### src/rtl/ctrl_ramwr_pkg.sv
// ctrl_ramwr shared definitions.
// Sizes and FSM state encodings for the RAM write-side driver.
package ctrl_ramwr_pkg;

    localparam int ADDR_W = 12;
    localparam int DATA_W = 16;

    typedef enum logic {
        CTRL_RAMWR_IDLE = 1'b0,
        CTRL_RAMWR_COEF = 1'b1
    } state_t;

endpackage

### src/rtl/ctrl_ramwr_if.sv
// ctrl_ramwr bus bundle.
// Sample stream, CPU coefficient port, RAM port A and status.
interface ctrl_ramwr_if
    import ctrl_ramwr_pkg::*;
#(
    parameter int ADDR_WIDTH = ADDR_W,
    parameter int DATA_WIDTH = DATA_W
);

    logic                  seg_init;
    logic [ADDR_WIDTH-1:0] data_bptr;
    logic [ADDR_WIDTH-1:0] data_lptr;
    logic                  calc_busy;
    logic                  smp_valid;
    logic [DATA_WIDTH-1:0] smp_data;
    logic                  smp_ready;
    logic                  coef_start;
    logic [ADDR_WIDTH-1:0] coef_ptr;
    logic [ADDR_WIDTH-1:0] coef_len;
    logic                  coef_valid;
    logic [DATA_WIDTH-1:0] coef_data;
    logic                  ram_we;
    logic [ADDR_WIDTH-1:0] ram_addr;
    logic [DATA_WIDTH-1:0] ram_wdata;
    logic [ADDR_WIDTH-1:0] data_hptr;
    logic                  new_smp;
    logic                  buf_full;
    logic                  coef_done;

    modport master (
        output seg_init, data_bptr, data_lptr, calc_busy,
        output smp_valid, smp_data,
        output coef_start, coef_ptr, coef_len,
        output coef_valid, coef_data,
        input  smp_ready, ram_we, ram_addr, ram_wdata,
        input  data_hptr, new_smp, buf_full, coef_done
    );

    modport slave (
        input  seg_init, data_bptr, data_lptr, calc_busy,
        input  smp_valid, smp_data,
        input  coef_start, coef_ptr, coef_len,
        input  coef_valid, coef_data,
        output smp_ready, ram_we, ram_addr, ram_wdata,
        output data_hptr, new_smp, buf_full, coef_done
    );

endinterface

### src/rtl/ctrl_ramwr_headptr.sv
// Ring-buffer head pointer and fill tracking.
// Wraps lptr->bptr, saturates fill at segment length.
module ctrl_ramwr_headptr
    import ctrl_ramwr_pkg::*;
#(
    parameter int ADDR_WIDTH = ADDR_W
) (
    input  logic                  clk,
    input  logic                  clr,
    input  logic                  init,
    input  logic                  adv,
    input  logic [ADDR_WIDTH-1:0] data_bptr,
    input  logic [ADDR_WIDTH-1:0] data_lptr,
    output logic [ADDR_WIDTH-1:0] data_hptr,
    output logic                  buf_full
);

    localparam int FW = ADDR_WIDTH + 1;

    logic [ADDR_WIDTH-1:0] head_nxt;
    logic [FW-1:0]         fill;
    logic [FW-1:0]         fill_nxt;
    logic [FW-1:0]         seg_len;

    // next head with wrap, segment length and saturated fill
    always_comb begin
        head_nxt = (data_hptr == data_lptr) ? data_bptr
                 : data_hptr + ADDR_WIDTH'(1);
        seg_len  = {1'b0, data_lptr} - {1'b0, data_bptr} + FW'(1);
        fill_nxt = (fill >= seg_len) ? fill : fill + FW'(1);
    end

    // head/fill state; clear beats init beats advance
    always_ff @(posedge clk) begin
        if (clr) begin
            data_hptr <= '0;
            fill      <= '0;
            buf_full  <= 1'b0;
        end else if (init) begin
            data_hptr <= data_lptr;
            fill      <= '0;
            buf_full  <= 1'b0;
        end else if (adv) begin
            data_hptr <= head_nxt;
            fill      <= fill_nxt;
            buf_full  <= (fill_nxt == seg_len);
        end
    end

endmodule

### src/rtl/ctrl_ramwr.sv
// RAM port A write driver.
// Ring-buffer sample writes and CPU coefficient loads.
module ctrl_ramwr
    import ctrl_ramwr_pkg::*;
#(
    parameter int ADDR_WIDTH = ADDR_W,
    parameter int DATA_WIDTH = DATA_W
) (
    input  logic         clk,
    input  logic         rst,
    ctrl_ramwr_if.slave  bus
);

    state_t                state;
    state_t                state_nxt;
    logic [ADDR_WIDTH-1:0] cnt;
    logic [ADDR_WIDTH-1:0] cnt_nxt;
    logic [ADDR_WIDTH-1:0] rem;
    logic [ADDR_WIDTH-1:0] rem_nxt;
    logic                  we_q;
    logic                  we_nxt;
    logic [ADDR_WIDTH-1:0] addr_q;
    logic [ADDR_WIDTH-1:0] addr_nxt;
    logic [DATA_WIDTH-1:0] wdata_q;
    logic [DATA_WIDTH-1:0] wdata_nxt;
    logic                  done_q;
    logic                  done_nxt;
    logic                  ns_d1;
    logic                  ns_q;
    logic                  ready;
    logic                  accept;
    logic                  init;
    logic [ADDR_WIDTH-1:0] hptr;
    logic                  full;
    logic [ADDR_WIDTH-1:0] head_nxt;

    // FSM next state, write port selection, handshake
    always_comb begin
        state_nxt = state;
        cnt_nxt   = cnt;
        rem_nxt   = rem;
        we_nxt    = 1'b0;
        addr_nxt  = addr_q;
        wdata_nxt = wdata_q;
        done_nxt  = 1'b0;
        ready     = 1'b0;
        accept    = 1'b0;
        init      = 1'b0;
        head_nxt  = (hptr == bus.data_lptr) ? bus.data_bptr
                  : hptr + ADDR_WIDTH'(1);
        unique case (state)
            CTRL_RAMWR_IDLE: begin
                ready  = ~rst & ~bus.calc_busy
                       & ~bus.seg_init & ~bus.coef_start;
                accept = ready & bus.smp_valid;
                init   = bus.seg_init;
                if (bus.coef_start) begin
                    cnt_nxt = bus.coef_ptr;
                    rem_nxt = bus.coef_len;
                    if (bus.coef_len == '0) begin
                        done_nxt = 1'b1;
                    end else begin
                        state_nxt = CTRL_RAMWR_COEF;
                    end
                end
                if (accept) begin
                    we_nxt    = 1'b1;
                    addr_nxt  = head_nxt;
                    wdata_nxt = bus.smp_data;
                end
            end
            CTRL_RAMWR_COEF: begin
                if (bus.coef_valid) begin
                    we_nxt    = 1'b1;
                    addr_nxt  = cnt;
                    wdata_nxt = bus.coef_data;
                    cnt_nxt   = cnt + ADDR_WIDTH'(1);
                    rem_nxt   = rem - ADDR_WIDTH'(1);
                    if (rem == ADDR_WIDTH'(1)) begin
                        done_nxt  = 1'b1;
                        state_nxt = CTRL_RAMWR_IDLE;
                    end
                end
            end
        endcase
    end

    // state, coefficient counters and registered outputs
    always_ff @(posedge clk) begin
        if (rst) begin
            state   <= CTRL_RAMWR_IDLE;
            cnt     <= '0;
            rem     <= '0;
            we_q    <= 1'b0;
            addr_q  <= '0;
            wdata_q <= '0;
            done_q  <= 1'b0;
            ns_d1   <= 1'b0;
            ns_q    <= 1'b0;
        end else begin
            state   <= state_nxt;
            cnt     <= cnt_nxt;
            rem     <= rem_nxt;
            we_q    <= we_nxt;
            addr_q  <= addr_nxt;
            wdata_q <= wdata_nxt;
            done_q  <= done_nxt;
            ns_d1   <= accept;
            ns_q    <= ns_d1;
        end
    end

    ctrl_ramwr_headptr #(
        .ADDR_WIDTH (ADDR_WIDTH)
    ) u_headptr (
        .clk       (clk),
        .clr       (rst),
        .init      (init),
        .adv       (accept),
        .data_bptr (bus.data_bptr),
        .data_lptr (bus.data_lptr),
        .data_hptr (hptr),
        .buf_full  (full)
    );

    assign bus.smp_ready = ready;
    assign bus.ram_we    = we_q;
    assign bus.ram_addr  = addr_q;
    assign bus.ram_wdata = wdata_q;
    assign bus.data_hptr = hptr;
    assign bus.new_smp   = ns_q;
    assign bus.buf_full  = full;
    assign bus.coef_done = done_q;

endmodule
### src/flat_wrapper.sv
// flat-port wrapper written by rule: the top's interface ports become plain ports
module ctrl_ramwr_flat import ctrl_ramwr_pkg::*;
#(
    parameter int ADDR_WIDTH = ADDR_W,
    parameter int DATA_WIDTH = DATA_W
)
  (clk, rst, bus_seg_init, bus_data_bptr, bus_data_lptr, bus_calc_busy, bus_smp_valid, bus_smp_data, bus_coef_start, bus_coef_ptr, bus_coef_len, bus_coef_valid, bus_coef_data, bus_smp_ready, bus_ram_we, bus_ram_addr, bus_ram_wdata, bus_data_hptr, bus_new_smp, bus_buf_full, bus_coef_done);
  ctrl_ramwr_if #(.ADDR_WIDTH(ADDR_WIDTH), .DATA_WIDTH(DATA_WIDTH)) bus_i ();
  input  logic clk;
  input  logic rst;
  input wire logic [$bits(bus_i.seg_init)-1:0] bus_seg_init;
  input wire logic [$bits(bus_i.data_bptr)-1:0] bus_data_bptr;
  input wire logic [$bits(bus_i.data_lptr)-1:0] bus_data_lptr;
  input wire logic [$bits(bus_i.calc_busy)-1:0] bus_calc_busy;
  input wire logic [$bits(bus_i.smp_valid)-1:0] bus_smp_valid;
  input wire logic [$bits(bus_i.smp_data)-1:0] bus_smp_data;
  input wire logic [$bits(bus_i.coef_start)-1:0] bus_coef_start;
  input wire logic [$bits(bus_i.coef_ptr)-1:0] bus_coef_ptr;
  input wire logic [$bits(bus_i.coef_len)-1:0] bus_coef_len;
  input wire logic [$bits(bus_i.coef_valid)-1:0] bus_coef_valid;
  input wire logic [$bits(bus_i.coef_data)-1:0] bus_coef_data;
  output wire logic [$bits(bus_i.smp_ready)-1:0] bus_smp_ready;
  output wire logic [$bits(bus_i.ram_we)-1:0] bus_ram_we;
  output wire logic [$bits(bus_i.ram_addr)-1:0] bus_ram_addr;
  output wire logic [$bits(bus_i.ram_wdata)-1:0] bus_ram_wdata;
  output wire logic [$bits(bus_i.data_hptr)-1:0] bus_data_hptr;
  output wire logic [$bits(bus_i.new_smp)-1:0] bus_new_smp;
  output wire logic [$bits(bus_i.buf_full)-1:0] bus_buf_full;
  output wire logic [$bits(bus_i.coef_done)-1:0] bus_coef_done;
  assign bus_i.seg_init = bus_seg_init;
  assign bus_i.data_bptr = bus_data_bptr;
  assign bus_i.data_lptr = bus_data_lptr;
  assign bus_i.calc_busy = bus_calc_busy;
  assign bus_i.smp_valid = bus_smp_valid;
  assign bus_i.smp_data = bus_smp_data;
  assign bus_i.coef_start = bus_coef_start;
  assign bus_i.coef_ptr = bus_coef_ptr;
  assign bus_i.coef_len = bus_coef_len;
  assign bus_i.coef_valid = bus_coef_valid;
  assign bus_i.coef_data = bus_coef_data;
  assign bus_smp_ready = bus_i.smp_ready;
  assign bus_ram_we = bus_i.ram_we;
  assign bus_ram_addr = bus_i.ram_addr;
  assign bus_ram_wdata = bus_i.ram_wdata;
  assign bus_data_hptr = bus_i.data_hptr;
  assign bus_new_smp = bus_i.new_smp;
  assign bus_buf_full = bus_i.buf_full;
  assign bus_coef_done = bus_i.coef_done;
  ctrl_ramwr #(.ADDR_WIDTH(ADDR_WIDTH), .DATA_WIDTH(DATA_WIDTH)) u_core (.clk(clk), .rst(rst), .bus(bus_i));
endmodule
### config.mk
export PLATFORM = sky130hd
export DESIGN_NAME = ctrl_ramwr_flat
export DESIGN_NICKNAME = d
export VERILOG_FILES = /design/src/rtl/ctrl_ramwr_pkg.sv /design/src/rtl/ctrl_ramwr_if.sv /design/src/rtl/ctrl_ramwr_headptr.sv /design/src/rtl/ctrl_ramwr.sv /design/src/flat_wrapper.sv
export SDC_FILE = /design/constraint.sdc
export NUM_CORES = 1
export LEC_CHECK = 0
export ABC_AREA = 1
export ABC_CLOCK_PERIOD_IN_PS = 3940
export BUFFER_PORTS_ARGS = -buffer_cell sky130_fd_sc_hd__buf_2
export CORE_MARGIN = 10
export CORE_UTILIZATION = 45
export CTS_CLUSTER_SIZE = 28
export DETAILED_ROUTE_END_ITERATION = 7
export PLACE_DENSITY = 0.82
export SETUP_SLACK_MARGIN = 0.05
export SKIP_CTS_REPAIR_TIMING = 1
export SYNTH_ARGS = -nofsm -noshare
export SYNTH_HDL_FRONTEND = slang
export SYNTH_SLANG_ARGS = --single-unit
### constraint.sdc
create_clock -name clk -period 3.94 [get_ports clk]
set_clock_uncertainty 0.1 [all_clocks]
set_input_delay 0.591 -clock clk [delete_from_list [all_inputs] [get_ports clk]]
set_output_delay 0.591 -clock clk [all_outputs]
set_load 0.03 [all_outputs]
==> results of run 1 <==
-- power breakdown --
part           internal (mW)  switching, mW
logic                  0.379          0.503
clock network          0.444          0.396
registers              0.891         0.0491
total                   1.71          0.948
-- kinds of logic after synthesis --
| kind of cell | count (synthesis) | synth area share [%] |
|---|---|---|
| AND/OR/NAND/NOR | 419 | 30.14 |
| AO/OA/AOI/OAI | 189 | 18.21 |
| XOR/XNOR | 36 | 5.221 |
| flip-flops | 83 | 27.51 |
| buffers and inverters | 154 | 9.923 |
| adder cells (fa/ha/maj) | 42 | 8.825 |
| multiplexers | 1 | 0.1657 |
-- sequential cells by signal, indices dropped and copies added, names as in the netlist --
| signal | cells |
|---|---|
| u_core.bus.coef_done | 1 |
| u_core.u_headptr.data_hptr | 12 |
| u_core.rem | 12 |
| u_core.bus.ram_we | 1 |
| u_core.u_headptr.buf_full | 1 |
| u_core.state | 1 |
| u_core.u_headptr.fill | 13 |
| u_core.ns_d1 | 1 |
| u_core.bus.ram_addr | 12 |
| u_core.bus.ram_wdata | 16 |
| u_core.cnt | 12 |
| u_core.bus.new_smp | 1 |
-- tightest hold or removal path: cells and delay by family (launching register included) --
kind / cells / cell delay (ns)
DFF: 1 / 0.31
buffers and inverters: 1 / 0.04
AOI/OAI and AO/OA: 1 / 0.07
-- routing by layer --
layer  share of wire, %  wire length (µm)  global-route usage [%]
met5                  0                 0                       0
met4                3.7               760                   8.166
met3                7.3              1502                   4.797
met2                 49             10160                   34.80
met1                 40              8206                   24.30
-- worst min-delay path by stage --
stage | from | endpoint
floorplan | u_core.ns_d1 | u_core.bus.new_smp
global placement | u_core.ns_d1 | u_core.bus.new_smp
detailed placement | u_core.ns_d1 | u_core.bus.new_smp
CTS | u_core.ns_d1 | u_core.bus.new_smp
global route | bus_coef_data[2] | u_core.bus.ram_wdata[2]
finish | u_core.bus.ram_addr[10] | u_core.bus.ram_addr[10]
-- synthesized netlist by cell type, drive strengths merged (7+ instances only) --
cell    instances  share of area, %
a21oi          45               4.0
a31oi          33               3.4
buf            10              0.97
clkbuf         27               1.7
dfxtp          83                28
ha             41               8.5
inv           116               7.2
nand2         241                15
nand3          54               4.8
nand4          18               1.9
nor2           78               5.4
nor3           12              0.99
nor4            7              0.83
o211ai          8              0.99
o21ai          71               5.9
o22ai          15               1.6
xnor2          12               1.7
xor2           24               3.5
-- cells in the final DEF (no fill, tap or decap), drive strengths merged, types with 18 or more instances in the layout --
master / n
dfxtp: 83
nor2: 78
inv: 119
nand4: 18
a31oi: 33
nand2: 241
xor2: 24
buf: 226
a21oi: 45
ha: 41
o21ai: 71
nand3: 55
-- area by class of cell --
cell class	count	area (µm²)
clock buffer	9	225.2
clock inverter	7	66.31
fill	1180	5029
inverter	117	451.7
multi-input combinational	688	4123
sequential	83	1662
tap	176	220.2
timing repair buffer	226	1414
-- stage by stage --
stage | cell area [µm²] | hold WS, ns | TNS [ns] | setup slack (ns) | power (mW)
2_1_floorplan | 6050 | 0.2883 | 0 | 0.06520 | 1.421
3_3_place_gp | 7396 | 0.3464 | -0.1212 | -0.1212 | 1.723
3_5_place_dp | 7396 | 0.3443 | -0.3740 | -0.2304 | 1.737
4_1_cts | 7687 | 0.3627 | 0 | 0.1318 | 2.577
5_1_grt | 8162 | 0.3952 | -0.06962 | -0.06962 | 2.804
6_report | 8162 | 0.3693 | 0 | 0.1377 | 2.662
==> results.sh, run 1 <==
export IMPL_dp_cells=1278
export IMPL_grt_use_total_pct=20.46
export IMPL_maxSlewHeadroom_pct=41.69
export IMPL_cp_num_buf_inv=4
export IMPL_grt_pass1_vias=6410
export IMPL_drtIter0Drc=653
export IMPL_r2r_end="u_core.cnt[11]"
export IMPL_max_freq_mhz=263.0
export IMPL_ys_seq_area_share_pct=27.51
export IMPL_clockRootBuffer="clkbuf_16"
export IMPL_core_mm2=0.01319
export IMPL_numPortBuffers=131
export IMPL_crit_start="bus_data_bptr[1]"
export IMPL_vias_per_cell=5.410
export IMPL_vias=7066
export IMPL_cpMostUsedCell="nand2_2"
export IMPL_nets=1254
export IMPL_hold_depth=2
export IMPL_critPathLaunchType="input pin"
export IMPL_synth_area_per_cell_um2=6.536
export IMPL_setup_viol=0
export IMPL_synthFlopType="dfxtp_1"
export IMPL_critPathSlowestCell="fa_2"
export IMPL_ant_nets=0
export IMPL_hold_viol_final=0
export IMPL_antenna_cells=0
export IMPL_crit_arrival_ns=3.99
export IMPL_cp_end_kind="register"
export IMPL_synth_edff_count=0
export IMPL_grt_max_degree=34
export IMPL_ff2ff_path_depth=9
export IMPL_async_flop_share_pct=0
export IMPL_drive_above_1_share_pct=29.73
export IMPL_crit_family="simple AND/OR/NAND/NOR gates"
export IMPL_path_class="input pin to register"
export IMPL_post_dp_hpwl_mm=15.26
export IMPL_gp_congestion=0.9826
export IMPL_h_tree_depth=3
export IMPL_cts_buffers=9
export IMPL_p_leak_nw=3.843
export IMPL_worstSkewPairLatency_ns=0.36
export IMPL_antenna_found_initial=0
export IMPL_min_period_ns=3.802
export IMPL_cts_sink_count=83
export IMPL_rsz0062_at_grt="true"
export IMPL_ys_warn_count=0
export IMPL_cp_max_fo=7
export IMPL_hp_class="register to register"
export IMPL_final_util_pct=61.88
export IMPL_cts_buffer_depth=2
export IMPL_critPathRequiredTime_ns=4.13
export IMPL_max_stage_delay_ns=0.35
export IMPL_wl_per_cell_um=15.79
export IMPL_drtPass1Iterations=5
export IMPL_r2r_setup_slack_ns=1.10
export IMPL_dieWidth_um=135.9
export IMPL_regToRegStartpoint="u_core.state"
export IMPL_synth_seq_cells=83
export IMPL_drc=0
export IMPL_powerDensity_mw_per_mm2=326.1
export IMPL_path_depth=30
export IMPL_cap_violations=0
export IMPL_drv_slew=0
export IMPL_status="complete, no violations"
export IMPL_start_util_pct=45.79
export IMPL_grt_overflow=0
export IMPL_stdcell_count=1306
export IMPL_synth_nets=1053
export IMPL_ys_types=49
export IMPL_syn_area_mm2=0.006040
export IMPL_cts_reportedPaths_clkPinSlew_ns=0.07
export IMPL_tightest_slew_ns=0.8714
export IMPL_area_delta_synth_final_pct=35.14
export IMPL_routed_wl_mm=20.63
export IMPL_crit_end="u_core.u_headptr.buf_full"
export IMPL_num_io_pins=132
export IMPL_die_h_um=135.9
export IMPL_cts_tree="done"
export IMPL_num_rows=42
export IMPL_dieArea_mm2=0.01846
export IMPL_grt_pass1_wl_mm=30.99
export IMPL_fin_crit_sh_pct=96.51
export IMPL_synth_cells=924
export IMPL_max_vdd_ir_drop_mv=0.2151
Note: power is estimated with default switching activity, not from simulation.
==> inputs of run 2 (changes only) <==
- CORE_MARGIN: 10 -> 5
- PLACE_DENSITY: 0.82 -> 0.78
==> run 2 against run 1 <==
Worst hold slack lost 0.017 ns. Critical path depth is the same. Setup slack gained 0.013 ns. Cell count shrank 0.31%.
==> results.sh, run 2 (synthesis results as in run 1) <==
export IMPL_max_vdd_ir_drop_mv=0.2358
export IMPL_stdcell_count=1302
export IMPL_numPortBuffers=131
export IMPL_min_period_ns=3.789
export IMPL_cpMostUsedCell="nand2_2"
export IMPL_tightest_slew_ns=0.7903
export IMPL_hold_viol_final=0
export IMPL_start_util_pct=45.79
export IMPL_antenna_found_initial=2
export IMPL_drc=0
export IMPL_vias=6875
export IMPL_num_rows=42
export IMPL_h_tree_depth=3
export IMPL_critPathSlowestCell="fa_2"
export IMPL_p_leak_nw=3.859
export IMPL_crit_arrival_ns=3.97
export IMPL_drtIter0Drc=552
export IMPL_wl_per_cell_um=14.59
export IMPL_dp_cells=1274
export IMPL_die_h_um=125.9
export IMPL_nets=1249
export IMPL_clockRootBuffer="clkbuf_16"
export IMPL_worstSkewPairLatency_ns=0.35
export IMPL_fin_crit_sh_pct=96.17
export IMPL_max_stage_delay_ns=0.37
export IMPL_cts_reportedPaths_clkPinSlew_ns=0.07
export IMPL_max_freq_mhz=263.9
export IMPL_r2r_setup_slack_ns=1.06
export IMPL_critPathLaunchType="input pin"
export IMPL_area_delta_synth_final_pct=31.70
export IMPL_power_mw=2.710
export IMPL_path_class="input pin to register"
export IMPL_final_common_cell="nand2_1"
export IMPL_rsz0062_at_grt="true"
export IMPL_final_util_pct=60.30
export IMPL_routed_wl_mm=18.99
export IMPL_post_dp_hpwl_mm=13.93
export IMPL_cap_violations=0
export IMPL_cts_tree="done"
export IMPL_cp_end_kind="register"
export IMPL_final_cell_mix="226 x nand2_1, 130 x buf_2, 105 x inv_1, 86 x buf_4, 83 x dfxtp_1"
export IMPL_hp_class="register to register"
export IMPL_cp_max_fo=8
export IMPL_drtPass1Iterations=6
export IMPL_ant_nets=0
export IMPL_core_mm2=0.01319
export IMPL_grt_use_total_pct=22.74
export IMPL_status="complete, no violations"
export IMPL_setup_viol=0
export IMPL_grt_overflow=0
export IMPL_largest_reg_flops=16
export IMPL_grt_max_degree=36
export IMPL_cts_sink_count=83
export IMPL_num_io_pins=132
export IMPL_cts_buffers=9
export IMPL_drv_slew=0
export IMPL_dieArea_mm2=0.01584
export IMPL_vias_per_cell=5.280
export IMPL_gp_congestion=0.9796
export IMPL_drive_above_1_share_pct=26.42
export IMPL_grt_pass1_wl_mm=29.93
export IMPL_maxSlewHeadroom_pct=47.25
export IMPL_dieWidth_um=125.9
export IMPL_cts_buffer_depth=2
export IMPL_powerDensity_mw_per_mm2=340.8
export IMPL_grt_pass1_vias=6300
export IMPL_critPathRequiredTime_ns=4.13
-- run 2: changes by cell type in the layout (fill, tap and decap cells not counted), sizes merged --
cell,before,now
bufinv,0,2
buf,226,221
clkbuf,9,11
diode,0,2
inv,119,116
clkinvlp,2,0
-- run 2: worst paths after layout --
path / from / endpoint / cells past startpoint
hold reg to reg: u_core.ns_d1 / u_core.bus.new_smp / 2
setup reg to reg: u_core.state / u_core.cnt[11] / 9
hold / removal: u_core.ns_d1 / u_core.bus.new_smp / 2
setup / recovery: bus_data_lptr[1] / u_core.u_headptr.buf_full / 30
-- run 2: critical path: cells and delay by family --
family	cells	cell delay, ns
buffers and inverters	7	0.59
AOI/OAI and AO/OA	2	0.33
and+or+nand+nor	17	1.48
adders and majority gates	4	0.98
-- run 2: area by class of cell --
| class | count | area (µm²) |
|---|---|---|
| diodes | 2 | 5.005 |
| clock buffers | 11 | 252.7 |
| clock inverters | 4 | 73.82 |
| fillers | 1207 | 5236 |
| inverters | 117 | 444.2 |
| multi-input cells | 688 | 3940 |
| flip-flops and latches | 83 | 1662 |
| well taps | 176 | 220.2 |
| repair buffers | 221 | 1356 |
-- run 2: power by group --
part | switching (mW) | leakage, nW | total, mW | internal [mW]
Clock | 0.357 | 0.162 | 0.944 | 0.587
Combinational | 0.482 | 3.02 | 0.827 | 0.345
Sequential | 0.0475 | 0.680 | 0.939 | 0.892
Total | 0.887 | 3.86 | 2.71 | 1.82
-- run 2: stage by stage --
| step | setup WS (ns) | area, µm² | TNS (ns) | hold WS [ns] |
|---|---|---|---|---|
| after global routing | -0.08873 | 7954 | -0.08873 | 0.3815 |
| after CTS | 0.1016 | 7692 | 0 | 0.3516 |
| after global placement | -0.1780 | 7366 | -0.2271 | 0.3405 |
| after floorplan | 0.06520 | 6050 | 0 | 0.2883 |
| after detailed placement | -0.2608 | 7366 | -0.4807 | 0.3381 |
| final | 0.1510 | 7954 | 0 | 0.3518 |
-- run 2: metal layers --
metal / share of wire (%) / vias up / global-route usage, %
met2: 49 / 258 / 38.64
met4: 3.0 / 0 / 9.211
met5: 0 / - / 0
li1: - / 3478 / -
met1: 42 / 3092 / 28.51
met3: 6.2 / 47 / 4.149
